==> src/rtl/serial_servo_ctrl.sv <==
// -----------------------------------------------------------------------------
// serial_servo_ctrl
// Two-character serial command decoder driving N_CH hobby-servo PWM outputs.
// A command is a channel digit '0'+c followed by a position digit '0'+p.
// A valid command updates that channel's pending position and is answered
// with 'K'. A malformed command is answered with 'E'. Pending positions take
// effect only at a PWM period boundary, so a pulse is never cut short or
// stretched.
//
// Ports
//   clock        system clock
//   reset        asynchronous, active-high reset
//   zera         synchronous clear (same effect as reset, on the next edge)
//   rx_data      received character, qualified by rx_valid
//   rx_valid     one-cycle strobe for rx_data / rx_parity_ok
//   rx_parity_ok received character parity correct
//   tx_ready     transmitter idle
//   tx_start     one-cycle transmit request
//   tx_data      character to transmit (holds last value between responses)
//   pwm          servo pulse outputs, one per channel
//   db_estado    FSM state code (debug)
// -----------------------------------------------------------------------------
module serial_servo_ctrl #(
   parameter int N_CH          = 2,
   parameter int N_POS         = 4,
   parameter int N_BITS        = 7,
   parameter int PERIODO_CONTA = 1_000_000,
   parameter int PULSO_MIN     = 50_000,
   parameter int PULSO_PASSO   = 25_000
) (
   input  logic              clock,
   input  logic              reset,
   input  logic              zera,
   input  logic [N_BITS-1:0] rx_data,
   input  logic              rx_valid,
   input  logic              rx_parity_ok,
   input  logic              tx_ready,
   output logic              tx_start,
   output logic [N_BITS-1:0] tx_data,
   output logic [N_CH-1:0]   pwm,
   output logic [1:0]        db_estado
);

   // One extra bit so the widest pulse width never wraps.
   localparam int CW = $clog2(PERIODO_CONTA) + 1;
   localparam logic [CW-1:0]     LAST_CNT = CW'(PERIODO_CONTA - 1);
   localparam logic [CW-1:0]     MIN_W    = CW'(PULSO_MIN);
   localparam logic [CW-1:0]     STEP_W   = CW'(PULSO_PASSO);
   localparam logic [N_BITS-1:0] CHAR_0   = N_BITS'(8'h30);
   localparam logic [N_BITS-1:0] CHAR_K   = N_BITS'(8'h4B);
   localparam logic [N_BITS-1:0] CHAR_E   = N_BITS'(8'h45);

   if (N_CH < 1 || N_CH > 8) begin : g_bad_nch
      $error("serial_servo_ctrl: N_CH must be 1..8");
   end
   if (N_POS < 1 || N_POS > 10) begin : g_bad_npos
      $error("serial_servo_ctrl: N_POS must be 1..10");
   end
   if (PULSO_MIN + (N_POS - 1) * PULSO_PASSO > PERIODO_CONTA) begin : g_bad_timing
      $error("serial_servo_ctrl: widest pulse exceeds PWM period");
   end

   typedef enum logic [1:0] {
      ESPERA_CANAL = 2'd0,
      ESPERA_POS   = 2'd1,
      RESPONDE     = 2'd2,
      ERRO         = 2'd3
   } estado_t;

   estado_t           r_estado;
   logic [2:0]        r_canal;
   logic [3:0]        r_pend  [N_CH];
   logic [3:0]        r_ativo [N_CH];
   logic [CW-1:0]     r_cnt;
   logic [N_BITS-1:0] r_tx_data;

   logic [N_BITS-1:0] w_off;
   logic              w_is_digit;
   logic              w_ch_ok;
   logic              w_pos_ok;
   logic              w_wrap;
   logic              w_resp;

   // Digit decode: offset from '0' is only meaningful when rx_data >= '0'.
   assign w_off      = rx_data - CHAR_0;
   assign w_is_digit = (rx_data >= CHAR_0);
   assign w_ch_ok    = rx_parity_ok && w_is_digit && (w_off < N_BITS'(N_CH));
   assign w_pos_ok   = rx_parity_ok && w_is_digit && (w_off < N_BITS'(N_POS));
   assign w_wrap     = (r_cnt == LAST_CNT);
   assign w_resp     = (r_estado == RESPONDE) || (r_estado == ERRO);

   // The request is raised in the first ready cycle of a response state, so a
   // byte accepted in cycle t can be answered in cycle t+1. zera cancels it.
   assign tx_start  = w_resp && tx_ready && !zera;
   assign tx_data   = (r_estado == RESPONDE) ? CHAR_K :
                      (r_estado == ERRO)     ? CHAR_E : r_tx_data;
   assign db_estado = r_estado;

   // Command FSM, shared period counter and pending/active position registers.
   always_ff @(posedge clock or posedge reset) begin
      if (reset) begin
         r_estado  <= ESPERA_CANAL;
         r_canal   <= 3'd0;
         r_cnt     <= '0;
         r_tx_data <= '0;
         for (int i = 0; i < N_CH; i++) begin
            r_pend[i]  <= 4'd0;
            r_ativo[i] <= 4'd0;
         end
      end else if (zera) begin
         r_estado  <= ESPERA_CANAL;
         r_canal   <= 3'd0;
         r_cnt     <= '0;
         r_tx_data <= '0;
         for (int i = 0; i < N_CH; i++) begin
            r_pend[i]  <= 4'd0;
            r_ativo[i] <= 4'd0;
         end
      end else begin
         r_cnt <= w_wrap ? '0 : r_cnt + CW'(1);
         // Active positions change only at the period boundary.
         if (w_wrap) begin
            for (int i = 0; i < N_CH; i++) begin
               r_ativo[i] <= r_pend[i];
            end
         end
         case (r_estado)
            ESPERA_CANAL: begin
               if (rx_valid) begin
                  if (w_ch_ok) begin
                     r_canal  <= w_off[2:0];
                     r_estado <= ESPERA_POS;
                  end else begin
                     r_estado <= ERRO;
                  end
               end
            end
            ESPERA_POS: begin
               if (rx_valid) begin
                  if (w_pos_ok) begin
                     for (int i = 0; i < N_CH; i++) begin
                        if (r_canal == 3'(i)) begin
                           r_pend[i] <= w_off[3:0];
                        end
                     end
                     r_estado <= RESPONDE;
                  end else begin
                     r_estado <= ERRO;
                  end
               end
            end
            // rx_valid is deliberately ignored in both response states.
            RESPONDE: begin
               if (tx_ready) begin
                  r_tx_data <= CHAR_K;
                  r_estado  <= ESPERA_CANAL;
               end
            end
            ERRO: begin
               if (tx_ready) begin
                  r_tx_data <= CHAR_E;
                  r_estado  <= ESPERA_CANAL;
               end
            end
            default: r_estado <= ESPERA_CANAL;
         endcase
      end
   end

   // Pulse comparators; pwm is forced low while reset is asserted so the
   // first post-reset period starts cleanly at counter 0.
   always_comb begin
      pwm = '0;
      for (int i = 0; i < N_CH; i++) begin
         if (!reset && (r_cnt < (MIN_W + CW'(r_ativo[i]) * STEP_W))) begin
            pwm[i] = 1'b1;
         end else begin
            pwm[i] = 1'b0;
         end
      end
   end

endmodule

==> config.mk <==
export PLATFORM = sky130hd
export DESIGN_NAME = serial_servo_ctrl
export DESIGN_NICKNAME = d
export VERILOG_FILES = /design/src/rtl/serial_servo_ctrl.sv
export SDC_FILE = /design/constraint.sdc
export NUM_CORES = 1
export LEC_CHECK = 0
export ABC_CLOCK_PERIOD_IN_PS = 13500
export CAP_MARGIN = 20
export CORE_ASPECT_RATIO = 1.1
export CORE_UTILIZATION = 45
export CTS_CLUSTER_DIAMETER = 120
export DETAILED_ROUTE_END_ITERATION = 8
export DONT_BUFFER_PORTS = 1
export RECOVER_POWER = 50
export SLEW_MARGIN = 20
export SYNTH_ARGS = -nofsm -noshare
export SYNTH_HDL_FRONTEND = slang
export SYNTH_SLANG_ARGS = --single-unit
==> constraint.sdc <==
create_clock -name clock -period 13.5 [get_ports clock]
set_input_delay 4.05 -clock clock [delete_from_list [all_inputs] [get_ports clock]]
set_output_delay 4.05 -clock clock [all_outputs]
set_load 0.05 [all_outputs]
==> flow_summary.yaml <==
status:
  outcome: "finished, violations left"
  failed_checks: "DRC, capacitance limit, slew limit"
clock_network:
  h-tree-depth: 2
  cts_hold_buf: 0
  cts_resized: 0
  clk_pin_slew_ns: 0.09
  post_cts_buffers: 0
  cts_num_sinks: 45
  cts_made_buffers: 5
  clkLatencyLatePin_ns: 0.30
  cts-root-buf: "clkbuf_8"
  cts_tree: "done"
  clockBufferDepth: 2
yosys:
  synth.avg_cell_area_um2: 8.91
  synthCells: 511
  ys_seq_area_share_pct: 24.7
  synth.top_cell.area_share_pct: 24.7
  ys_ff_latch: 45
  syn_area_um2: 4550
  yosys_warnings: 0
  ys_top_cells_by_area: "dfrtp_1 (25%), ha_1 (20%), xnor2_1 (6.3%), xor2_1 (5.8%), nor2_1 (4.6%)"
  ys.flop_type: "dfrtp_1"
  synth_edf_count: 0
  synthArstFlopShare_pct: 100
  yosysTopAreaCell: "dfrtp_1"
  synth.distinct_cells: 64
sta:
  finalHoldViolations: 0
  finClkSkew_ns: 0.0115
  max_slew_margin_pct: -62.3
  tightest_slew_ns: 2.43
  fin_crit_sh_pct: 71.5
  fmax_ghz: 0.104
  finalSetupViolCount: 0
  fin_crit_ns: 9.65
  final.setup.tns_ns: 0
  finalMaxSlewViolations: 46
  rsz0062_at_grt: "no"
global_route:
  antenna_found_initial: 0
  grt_max_degree: 46
  grt_pass1_wl_um: 15800
  overflow: 0
  grtUsageTotal_pct: 18.1
  grt_pass1_vias: 3406
worst_setup_path:
  path_cells: "ha_1 > xor2_1 > ha_1 > a21o_1 > ha_1 > nand3_1 > a2111oi_0 > o21ai_0 > xnor2_1 > and3b_1 > o21ai_0 > xor2_1 > ha_1 > a21o_1 > a2111oi_0 > o21ai_0 > a21oi_1"
  critical_path_class: "register to output port"
  worst_setup_path_end_kind: "output port"
  cp-startpoint: "r_ativo[1]$_DFFE_PP0P_"
  slowest_stage: "a21oi_1"
  worstPathRequired_ns: 9.45
  timing.rr.start: "r_cnt[0]$_DFF_PP0_"
  cp.arrival_ns: 5.60
  critPathMaxStageDelay_ns: 0.87
  crit_path_frequent_cell: "ha_1"
  startpoint_type: "register"
  regToRegSetupSlack_ns: 10.60
  cp_max_fo: 9
die:
  rows: 38
  fp.dieH_um: 107
  die_w_um: 97.9
  core-area_um2: 9840
  io_pins: 25
  initial_utilization_pct: 46.2
  die_area_um2: 10500
hold_path:
  min_path_type: "register to register"
  hp-start: "r_cnt[0]$_DFF_PP0_"
pwr:
  combPwrFrac_pct: 8.4
  p_clk_share_pct: 35.5
  ir_drop_uv: 40.6
  power_switching_mw: 0.0684
  p_per_area_nw_per_um2: 53.6
  p_int_mw: 0.185
  leakagePower_nw: 2.42
  seqPwrFrac_pct: 56.1
  swShare_pct: 27.0
  power.total_mw: 0.254
cells_and_area:
  drive_gt1_share_pct: 5.54
  n_antenna_cell: 0
  area_growth_pct: 3.93
  nNetsFinal: 589
  nFillCells: 953
placed_design:
  gp_congestion: 0.821
  place_hpwl_um: 7010
  port_buffers: 0
run:
  drv_cap: 1
routing:
  wl_per_cell_um: 14.1
  drt_pass1_iterations: 6
  viasPerCell: 5.68
  drc: 1
  vias: 3550
  wl_um: 8820
  antenna_left: 0
  drt_iter0_markers: 130
through the flow:
| stage | cells | instance area [µm²] | hold WS (ns) | setup WS, ns | utilization [%] |
|---|---|---|---|---|---|
| finish | 625 | 4730 | 0.484 | 3.85 | 48.1 |
| global route | 625 | 4730 | 0.530 | 3.42 | 48.1 |
| CTS | 625 | 4730 | 0.492 | 3.75 | 48.0 |
| detailed placement | 617 | 4630 | 0.470 | 3.88 | 47.0 |
| global placement | 617 | 4630 | 0.467 | 3.98 | 47.0 |
| floorplan | 512 | 4560 | 0.448 | 4.20 | - |
flip-flops by register name, summed over array words and instances, names as in the netlist:
name       cells
db_estado      2
r_tx_data      3
r_canal        3
r_pend         8
r_cnt         21
r_ativo        8
cells in the mapped netlist, types with 10 or more instances:
cell type and instances:
o21ai_0 20, nor2_1 56, xnor2_1 33, nand3_1 14, ha_1 72, a21o_1 17, clkbuf_1 10, dfrtp_1 45
a21oi_1 23, and2_1 10, inv_1 22, a211oi_1 12, nand2_1 18, xor2_1 30
routing by layer:
metal  track usage, %  vias up  part of all wire [%]
li1                 -     1833                     -
met1             24.5     1671                    50
met2             30.4       41                    47
met3             3.12        5                   2.9
met4             3.57        0                  0.45
met5                0        -                     0
cells in the final DEF, fill, tap and decap left out, types with 3 or more instances in the layout:
cell,n
mux2i_1,8
o211ai_1,5
or3_1,3
nand2_1,18
dfrtp_1,45
a21o_1,17
nand3_1,14
a21oi_1,22
o21ai_0,20
and3_1,7
or4_1,3
a211oi_1,12
a2111oi_0,4
inv_1,21
clkbuf_8,6
nor3_1,9
nor4_1,3
nand4_1,9
nand3b_1,3
xor2_1,30
xnor2_1,33
ha_1,72
and2_1,10
nand2b_1,7
nor2_1,56
nor2b_1,9
mux2_2,6
worst paths after layout:
check,to,cells after the start
worst min register to register,r_cnt[0]$_DFF_PP0_,1
worst max-delay path,pwm[1],17
max in group asynchronous,r_cnt[4]$_DFF_PP0_,2
min in group asynchronous,r_cnt[18]$_DFF_PP0_,2
worst max register to register,r_cnt[9]$_DFF_PP0_,6
worst min-delay path,r_cnt[0]$_DFF_PP0_,1
cells by family after synthesis:
logic type / Yosys count / share of synthesized area [%]
buffers and inverters: 39 / 3.93
other: 1 / 0.0824
multiplexers: 14 / 3.24
XOR/XNOR: 63 / 12.1
AO/OA/AOI/OAI: 110 / 16.9
flip-flops: 45 / 24.7
adder cells (fa/ha/maj): 72 / 19.8
AND/OR/NAND/NOR: 167 / 19.2
area by class of cell:
class                      count  area, µm²  area share [%]
tap                          120        150            3.17
inverter                      22       82.6            1.75
clock buffer                   6       82.6            1.75
multi-input combinational    428       3260            69.0
clock inverter                 2       16.3           0.344
timing repair buffer           2       11.3           0.238
sequential                    45       1130            23.8
critical path: cells and delay by family, from the launching register on:
kind	cells	cell delay [ns]
AOI/OAI and AO/OA	8	2.68
xor gates and xnor gates	3	0.63
adders and majority gates	4	1.09
DFF	1	0.50
and+or+nand+nor	2	0.39
power groups by stage:
stage                     Clock (mW)  Combinational, mW  Sequential [mW]
after floorplan                    0             0.0216            0.143
after global placement             0             0.0213            0.145
after detailed placement           0             0.0217            0.145
after CTS                     0.0936             0.0217            0.142
after global routing           0.101             0.0234            0.143
final                         0.0899             0.0213            0.142
Note: power is estimated with default switching activity, not from simulation.
